File: src/rtl/fetch_unit_pkg.sv
// Shared types and constants for the instruction fetch unit.
// Build option FETCH_PREFETCH_EN: two-line queue so the next line is fetched while the head drains.
package fetch_unit_pkg;

   typedef logic [31:0] bus32_t;

   localparam bus32_t      RESET_PC         = 32'h0000_0000;
   localparam int unsigned FETCH_LINE_WORDS = 4;
   localparam int unsigned FETCH_IDX_W      = $clog2(FETCH_LINE_WORDS);

`ifdef FETCH_PREFETCH_EN
   localparam int unsigned FETCH_QUEUE_DEPTH = 2;
`else
   localparam int unsigned FETCH_QUEUE_DEPTH = 1;
`endif

   typedef logic [127:0]            fetch_line_t;
   typedef logic [FETCH_IDX_W-1:0]  fetch_idx_t;

   typedef struct packed {
      bus32_t      base;
      fetch_line_t data;
   } fetch_entry_t;

   typedef enum logic [1:0] {ISSUE, WAIT, DROP} fetch_state_e;

   function automatic bus32_t word_pc(bus32_t base, fetch_idx_t idx);
      return base + (bus32_t'(idx) << 2);
   endfunction

endpackage

File: src/rtl/fetch_unit_if.sv
// Fetch unit channels: line request/response to instruction memory, redirect in, decode out.
// The master modport is the fetch unit side.
interface fetch_unit_if;
   import fetch_unit_pkg::*;

   logic        req_valid_o;
   logic        req_ready_i;
   bus32_t      pc_o;
   logic        rsp_valid_i;
   logic        rsp_ready_o;
   bus32_t      rsp_mem_addr_i;
   fetch_line_t instr_line_i;
   logic        redirect_valid_i;
   bus32_t      redirect_pc_i;
   logic        instr_valid_o;
   logic        instr_ready_i;
   bus32_t      instr_o;
   bus32_t      instr_pc_o;

   modport master (
      output req_valid_o, pc_o, rsp_ready_o, instr_valid_o, instr_o, instr_pc_o,
      input  req_ready_i, rsp_valid_i, rsp_mem_addr_i, instr_line_i,
      input  redirect_valid_i, redirect_pc_i, instr_ready_i
   );

   modport slave (
      input  req_valid_o, pc_o, rsp_ready_o, instr_valid_o, instr_o, instr_pc_o,
      output req_ready_i, rsp_valid_i, rsp_mem_addr_i, instr_line_i,
      output redirect_valid_i, redirect_pc_i, instr_ready_i
   );

endinterface

File: src/rtl/fetch_line_queue.sv
// Small FIFO of fetched lines with synchronous flush; head_o is the oldest entry.
// Simultaneous push and pop is allowed even when full.
module fetch_line_queue
   import fetch_unit_pkg::*;
#(
   parameter int unsigned Depth = 1
) (
   input  logic         clk_i,
   input  logic         rstn_i,
   input  logic         push_i,
   input  fetch_entry_t entry_i,
   input  logic         pop_i,
   input  logic         flush_i,
   output logic         full_o,
   output logic         empty_o,
   output fetch_entry_t head_o
);

   localparam int unsigned PtrW = (Depth > 1) ? $clog2(Depth) : 1;
   localparam int unsigned CntW = $clog2(Depth + 1);

   typedef logic [PtrW-1:0] ptr_t;
   typedef logic [CntW-1:0] cnt_t;

   fetch_entry_t mem_q [Depth];
   fetch_entry_t mem_d [Depth];
   ptr_t         rd_q, rd_d, wr_q, wr_d;
   cnt_t         cnt_q, cnt_d;
   logic         push_ok, pop_ok;

   function automatic ptr_t incr(ptr_t p);
      return (p == ptr_t'(Depth - 1)) ? '0 : p + 1'b1;
   endfunction

   assign full_o  = (cnt_q == cnt_t'(Depth));
   assign empty_o = (cnt_q == '0);
   assign head_o  = mem_q[rd_q];

   always_comb begin
      mem_d   = mem_q;
      rd_d    = rd_q;
      wr_d    = wr_q;
      cnt_d   = cnt_q;
      pop_ok  = pop_i && !empty_o;
      push_ok = push_i && (!full_o || pop_ok);
      if (flush_i) begin
         rd_d  = '0;
         wr_d  = '0;
         cnt_d = '0;
      end else begin
         if (push_ok) begin
            mem_d[wr_q] = entry_i;
            wr_d        = incr(wr_q);
         end
         if (pop_ok) begin
            rd_d = incr(rd_q);
         end
         cnt_d = cnt_q + cnt_t'(push_ok) - cnt_t'(pop_ok);
      end
   end

   always_ff @(posedge clk_i) begin
      if (!rstn_i) begin
         rd_q  <= '0;
         wr_q  <= '0;
         cnt_q <= '0;
      end else begin
         rd_q  <= rd_d;
         wr_q  <= wr_d;
         cnt_q <= cnt_d;
      end
   end

   // Storage needs no reset: nothing is read while the queue is empty.
   always_ff @(posedge clk_i) begin
      mem_q <= mem_d;
   end

endmodule

File: src/rtl/fetch_unit.sv
// Instruction fetch: requests 4-word lines, buffers them and hands out one word per cycle.
// FETCH_PREFETCH_EN (in fetch_unit_pkg) deepens the line queue to overlap fetch with drain.
module fetch_unit
   import fetch_unit_pkg::*;
(
   input logic          clk_i,
   input logic          rstn_i,
   fetch_unit_if.master bus_io
);

   localparam fetch_idx_t LastIdx = fetch_idx_t'(FETCH_LINE_WORDS - 1);

   fetch_state_e state_q, state_d;
   bus32_t       fetch_pc_q, fetch_pc_d;
   fetch_idx_t   idx_q, idx_d;
   logic         started_q;

   logic         q_push, q_pop, q_flush, q_full, q_empty;
   fetch_entry_t q_head, q_entry;
   logic         req_valid, rsp_ready, instr_valid;
   logic         req_hs, rsp_hs, instr_hs;

   fetch_line_queue #(
      .Depth (FETCH_QUEUE_DEPTH)
   ) u_line_queue (
      .clk_i   (clk_i),
      .rstn_i  (rstn_i),
      .push_i  (q_push),
      .entry_i (q_entry),
      .pop_i   (q_pop),
      .flush_i (q_flush),
      .full_o  (q_full),
      .empty_o (q_empty),
      .head_o  (q_head)
   );

   always_comb begin
      instr_valid = !q_empty;
      instr_hs    = instr_valid && bus_io.instr_ready_i;
      q_pop       = instr_hs && (idx_q == LastIdx);
      // A line leaving the queue this cycle frees its slot for the next request.
      req_valid   = started_q && (state_q == ISSUE) && (!q_full || q_pop);
      rsp_ready   = (state_q == DROP) || ((state_q == WAIT) && !q_full);
      req_hs      = req_valid && bus_io.req_ready_i;
      rsp_hs      = rsp_ready && bus_io.rsp_valid_i;
      q_entry     = '{base: bus_io.rsp_mem_addr_i, data: bus_io.instr_line_i};
   end

   assign bus_io.req_valid_o   = req_valid;
   assign bus_io.pc_o          = fetch_pc_q;
   assign bus_io.rsp_ready_o   = rsp_ready;
   assign bus_io.instr_valid_o = instr_valid;
   assign bus_io.instr_o       = q_empty ? '0 : q_head.data[{idx_q, 5'b00000} +: 32];
   assign bus_io.instr_pc_o    = q_empty ? '0 : word_pc(q_head.base, idx_q);

   always_comb begin
      state_d    = state_q;
      fetch_pc_d = fetch_pc_q;
      idx_d      = idx_q;
      q_push     = 1'b0;
      q_flush    = bus_io.redirect_valid_i;

      if (instr_hs) begin
         idx_d = (idx_q == LastIdx) ? '0 : idx_q + 1'b1;
      end

      case (state_q)
         ISSUE: begin
            if (req_hs) begin
               fetch_pc_d = fetch_pc_q + 32'd16;
               state_d    = WAIT;
            end
         end
         WAIT: begin
            if (rsp_hs) begin
               q_push  = !bus_io.redirect_valid_i;
               state_d = ISSUE;
            end
         end
         DROP: begin
            if (rsp_hs) begin
               state_d = ISSUE;
            end
         end
         default: state_d = ISSUE;
      endcase

      if (bus_io.redirect_valid_i) begin
         fetch_pc_d = bus_io.redirect_pc_i & ~32'h3;
         idx_d      = '0;
         // Only a response still owed after this cycle has to be dropped.
         state_d    = (((state_q != ISSUE) && !rsp_hs) || req_hs) ? DROP : ISSUE;
      end
   end

   always_ff @(posedge clk_i) begin
      if (!rstn_i) begin
         state_q    <= ISSUE;
         fetch_pc_q <= RESET_PC;
         idx_q      <= '0;
         started_q  <= 1'b0;
      end else begin
         state_q    <= state_d;
         fetch_pc_q <= fetch_pc_d;
         idx_q      <= idx_d;
         started_q  <= 1'b1;
      end
   end

endmodule
File: src/flat_wrapper.sv
// flat-port wrapper written by rule: the top's interface ports become plain ports
module fetch_unit_flat import fetch_unit_pkg::*;
  (clk_i, rstn_i, bus_io_req_valid_o, bus_io_pc_o, bus_io_rsp_ready_o, bus_io_instr_valid_o, bus_io_instr_o, bus_io_instr_pc_o, bus_io_req_ready_i, bus_io_rsp_valid_i, bus_io_rsp_mem_addr_i, bus_io_instr_line_i, bus_io_redirect_valid_i, bus_io_redirect_pc_i, bus_io_instr_ready_i);
  fetch_unit_if bus_io_i ();
  input logic clk_i;
  input logic rstn_i;
  output wire logic [$bits(bus_io_i.req_valid_o)-1:0] bus_io_req_valid_o;
  output wire logic [$bits(bus_io_i.pc_o)-1:0] bus_io_pc_o;
  output wire logic [$bits(bus_io_i.rsp_ready_o)-1:0] bus_io_rsp_ready_o;
  output wire logic [$bits(bus_io_i.instr_valid_o)-1:0] bus_io_instr_valid_o;
  output wire logic [$bits(bus_io_i.instr_o)-1:0] bus_io_instr_o;
  output wire logic [$bits(bus_io_i.instr_pc_o)-1:0] bus_io_instr_pc_o;
  input wire logic [$bits(bus_io_i.req_ready_i)-1:0] bus_io_req_ready_i;
  input wire logic [$bits(bus_io_i.rsp_valid_i)-1:0] bus_io_rsp_valid_i;
  input wire logic [$bits(bus_io_i.rsp_mem_addr_i)-1:0] bus_io_rsp_mem_addr_i;
  input wire logic [$bits(bus_io_i.instr_line_i)-1:0] bus_io_instr_line_i;
  input wire logic [$bits(bus_io_i.redirect_valid_i)-1:0] bus_io_redirect_valid_i;
  input wire logic [$bits(bus_io_i.redirect_pc_i)-1:0] bus_io_redirect_pc_i;
  input wire logic [$bits(bus_io_i.instr_ready_i)-1:0] bus_io_instr_ready_i;
  assign bus_io_req_valid_o = bus_io_i.req_valid_o;
  assign bus_io_pc_o = bus_io_i.pc_o;
  assign bus_io_rsp_ready_o = bus_io_i.rsp_ready_o;
  assign bus_io_instr_valid_o = bus_io_i.instr_valid_o;
  assign bus_io_instr_o = bus_io_i.instr_o;
  assign bus_io_instr_pc_o = bus_io_i.instr_pc_o;
  assign bus_io_i.req_ready_i = bus_io_req_ready_i;
  assign bus_io_i.rsp_valid_i = bus_io_rsp_valid_i;
  assign bus_io_i.rsp_mem_addr_i = bus_io_rsp_mem_addr_i;
  assign bus_io_i.instr_line_i = bus_io_instr_line_i;
  assign bus_io_i.redirect_valid_i = bus_io_redirect_valid_i;
  assign bus_io_i.redirect_pc_i = bus_io_redirect_pc_i;
  assign bus_io_i.instr_ready_i = bus_io_instr_ready_i;
  fetch_unit u_core (.clk_i(clk_i), .rstn_i(rstn_i), .bus_io(bus_io_i));
endmodule
File: config.mk
export PLATFORM = sky130hd
export DESIGN_NAME = fetch_unit_flat
export DESIGN_NICKNAME = d
export VERILOG_FILES = /design/src/rtl/fetch_unit_pkg.sv /design/src/rtl/fetch_unit_if.sv /design/src/rtl/fetch_line_queue.sv /design/src/rtl/fetch_unit.sv /design/src/flat_wrapper.sv
export SDC_FILE = /design/constraint.sdc
export NUM_CORES = 1
export LEC_CHECK = 0
export CAP_MARGIN = 10
export CORE_MARGIN = 10
export CORE_UTILIZATION = 46
export CTS_CLUSTER_DIAMETER = 100
export DETAILED_ROUTE_END_ITERATION = 7
export MAX_ROUTING_LAYER = met4
export PLACE_DENSITY = 0.81
export SETUP_SLACK_MARGIN = 0.02
export SYNTH_ARGS = -nofsm -noshare
export SYNTH_HDL_FRONTEND = slang
export SYNTH_SLANG_ARGS = --single-unit
File: constraint.sdc
create_clock -name clk_i -period 19 [get_ports clk_i]
set_input_delay 3.8 -clock clk_i [delete_from_list [all_inputs] [get_ports clk_i]]
set_output_delay 3.8 -clock clk_i [all_outputs]
set_load 0.02 [all_outputs]
==> run metrics <==
outcome completed; EDFF count, synth 160; internal power between 0.7 and 0.8 mW; cells along the critical path clkdlybuf4s50_1 -> a21bo_2 -> and3_1 -> clkdlybuf4s50_1; Clock Power Share between 30% and 40%; Synth Instances roughly 600; combinational share of power about 8.2%; critical path fanouts, max 4; Iteration-0 DRC Markers between 300 and 400; H-tree Lvls 4; main flop type after synthesis edfxtp_1; Reg clk slew, reported paths about 0.070 ns; Routed WL 23800 um; hold depth 2; cell mode on critical path clkdlybuf4s50_1; max-slew violations 0; DRT Pass-1 Iters 5; Yosys reg bits a little under 200; pin count of the biggest net entering global routing between 80 and 90; crit path capture type output pin; clk_lat worst skew roughly 0.43 ns; Port Buffers approximately 300; DIE AREA between 0.02 and 0.025 sq mm; core area about 0.018 sq mm; IO Pins 297; Crit path required time around 15 ns; Flop pwr share 52.0%; register area share after synthesis 64.7%; RR Startpoint u_core.idx_q[1]; VDD IR max roughly 60 uV; Final period util about 48%; Via density 5.31; routed len/inst about 21 um; Root Driver clkbuf_16; crit path launch type primary input; FILL cells between 1000 and 1500; P_sw between 0.2 and 0.25 mW; CTS max path bufs 2; Clock Skew about 0.013 ns; area of the multi-input gates approximately 0.0029 sq mm; fraction of layout cells with a size suffix above 1 9.09%; Final setup viols 0; Critical Path AT roughly 5.3 ns; hold_ws between 0.5 and 0.6 ns; DRT antenna net count 0; setup tns final 0 ns; RSZ-0062 raised after global routing false; Post-synth ARST share 0%; sw frac ~22%; DRC violations left 0; hold_buf cts 0; initial antenna violation count 1; Post-Syn Area around 0.0085 sq mm; Hold Crit Start u_core.state_q[0]; slowest cell on the critical path clkdlybuf4s50_1; R2R cell count 5; CP Class primary input to output pin; final hold viol count 0; first-pass GRT wire length 35900 um; gr ovfl total 0; Initial Util 47.2%; cts repair resizes 0; die height 156 um; RR Endpoint u_core.u_line_queue.mem_q[96]; yosys warns 0; CP peak stage delay between 0.6 and 0.7 ns; vias about 6000; Hold Path End u_core.state_q[0]; CTS tree done; die width roughly 160 um; CTS sink count approximately 200; minimum clock period approximately 9 ns; worst hold path class flip-flop to flip-flop; number of buffers created by CTS 17; R2R Setup Slk 15.20 ns; floorplan row count roughly 50; worst slew pin tran approximately 1.1 ns; placer congestion estimate between 0.8 and 0.9; syn_area_per_cell 14.2 sq um; Critical path buffers and inverters 2; vias in the first global route around 6400; MaxCap Viol Count 0; area growth from synthesis to layout 43.6%; CP delay by family, top buffers and inverters; Total Routing Usage GR approximately a fifth; dpl hpwl ~18000 um; post-CTS setup buffer count 0; Leak 4.10 nW; nets@finish approximately 1100; power per cell area approximately 74 mW/mm^2; Distinct cells, synth between 50 and 60; Achievable Freq 110 MHz; Slew headroom ~28%; register area 0.00553 sq mm
==> layout make-up <==
cell class                 count  share of cell area (%)
tap                          229                    2.34
clock inverter                14                    1.42
clock buffer                  18                    3.50
timing repair buffer         296                    24.1
multi-input combinational    371                    23.4
inverter                       7                   0.214
sequential                   196                    45.1
antenna                        1                  0.0204
==> registers in the layout (all words and copies together), names as in the netlist <==
signal                      flops
u_core.u_line_queue.full_o      1
u_core.idx_q                    2
u_core.u_line_queue.mem_q     160
u_core.bus_io.pc_o             30
u_core.started_q                1
u_core.state_q                  2
==> cells in the final DEF, fill, tap and decap left out, types with 4 or more instances in the layout <==
master and n:
mux4_2 32, nand3_1 22, nand2_1 29, dfxtp_1 33
nor2_1 41, a21oi_1 29, nor2b_1 5, mux2i_1 10
xor2_1 26, clkdlybuf4s50_1 292, and4_1 9, and2_1 41
and3_1 15, ha_1 7, nand4_1 13, o21ai_0 28
or3_1 5, nand2b_1 4, clkbuf_16 17, nor3_1 7
edfxtp_1 160, inv_6 7, buf_4 4, xnor2_1 14
inv_1 6
==> per-stage QoR <==
stage                     total power, mW  std cells  util, %  cell area, sq um  setup WS [ns]
final                               0.913       1132     67.8             12300           9.88
after global routing                0.948       1132     67.8             12300           9.85
after CTS                           0.921       1131     67.8             12300           9.89
after detailed placement            0.559       1099     64.5             11700           9.90
after global placement              0.557       1099     64.5             11700           9.90
after floorplan                     0.505        604        -              8540           3.27
==> how the worst max path moves through the flow <==
| stage | slack [ns] | depth (start not counted) | startpoint | to |
|---|---|---|---|---|
| 2_1_floorplan | 3.27 | 2 | bus_io_redirect_valid_i | u_core.u_line_queue.mem_q[0] |
| 3_3_place_gp | 9.90 | 4 | bus_io_instr_ready_i | bus_io_req_valid_o |
| 3_5_place_dp | 9.90 | 4 | bus_io_instr_ready_i | bus_io_req_valid_o |
| 4_1_cts | 9.89 | 4 | bus_io_instr_ready_i | bus_io_req_valid_o |
| 5_1_grt | 9.85 | 4 | bus_io_instr_ready_i | bus_io_req_valid_o |
| 6_report | 9.88 | 4 | bus_io_instr_ready_i | bus_io_req_valid_o |
==> logic make-up after synthesis <==
kind of cell	Yosys count	share of synthesized area, %
flip-flops	196	64.7
buffers and inverters	37	1.85
adder cells (fa/ha/maj)	8	1.26
AND/OR/NAND/NOR	204	13.5
XOR/XNOR	40	4.10
AO/OA/AOI/OAI	75	4.98
other	1	0.0439
multiplexers	42	9.61
==> per-layer routing <==
layer	vias to the layer above	global-route usage, %	part of all wire, %
met2	257	32.1	50
met4	0	5.39	1.8
met1	2882	21.5	37
li1	2846	-	-
met5	-	-	0
met3	25	10.4	11
==> power groups by stage <==
stage	sequential [mW]	clock (mW)	combinational [mW]
floorplan	0.488	0	0.0160
global placement	0.484	0	0.0736
detailed placement	0.484	0	0.0751
CTS	0.474	0.372	0.0755
global route	0.475	0.392	0.0804
finish	0.474	0.364	0.0750
==> cells in the mapped netlist, types with 7 or more instances <==
master / number / share of area, %
nor3_1: 8 / 0.47
nor2_1: 41 / 1.8
xnor2_1: 14 / 1.4
and4_1: 9 / 0.92
dfxtp_1: 36 / 8.4
ha_1: 7 / 1.0
nand3_1: 22 / 1.3
mux2i_1: 10 / 1.2
clkbuf_1: 21 / 0.92
edfxtp_1: 160 / 56
xor2_1: 26 / 2.7
o21ai_0: 28 / 1.6
a21oi_1: 29 / 1.7
and3_1: 15 / 1.1
nand2_1: 29 / 1.3
nand4_1: 13 / 0.95
and2_1: 41 / 3.0
mux4_2: 32 / 8.4
==> tightest hold or removal path: stages, from the launching register on <==
cell	delay, ns
dfxtp_1	0.32
nor2_1	0.10
nor3_1	0.05
(Power assumes the default switching activity.)
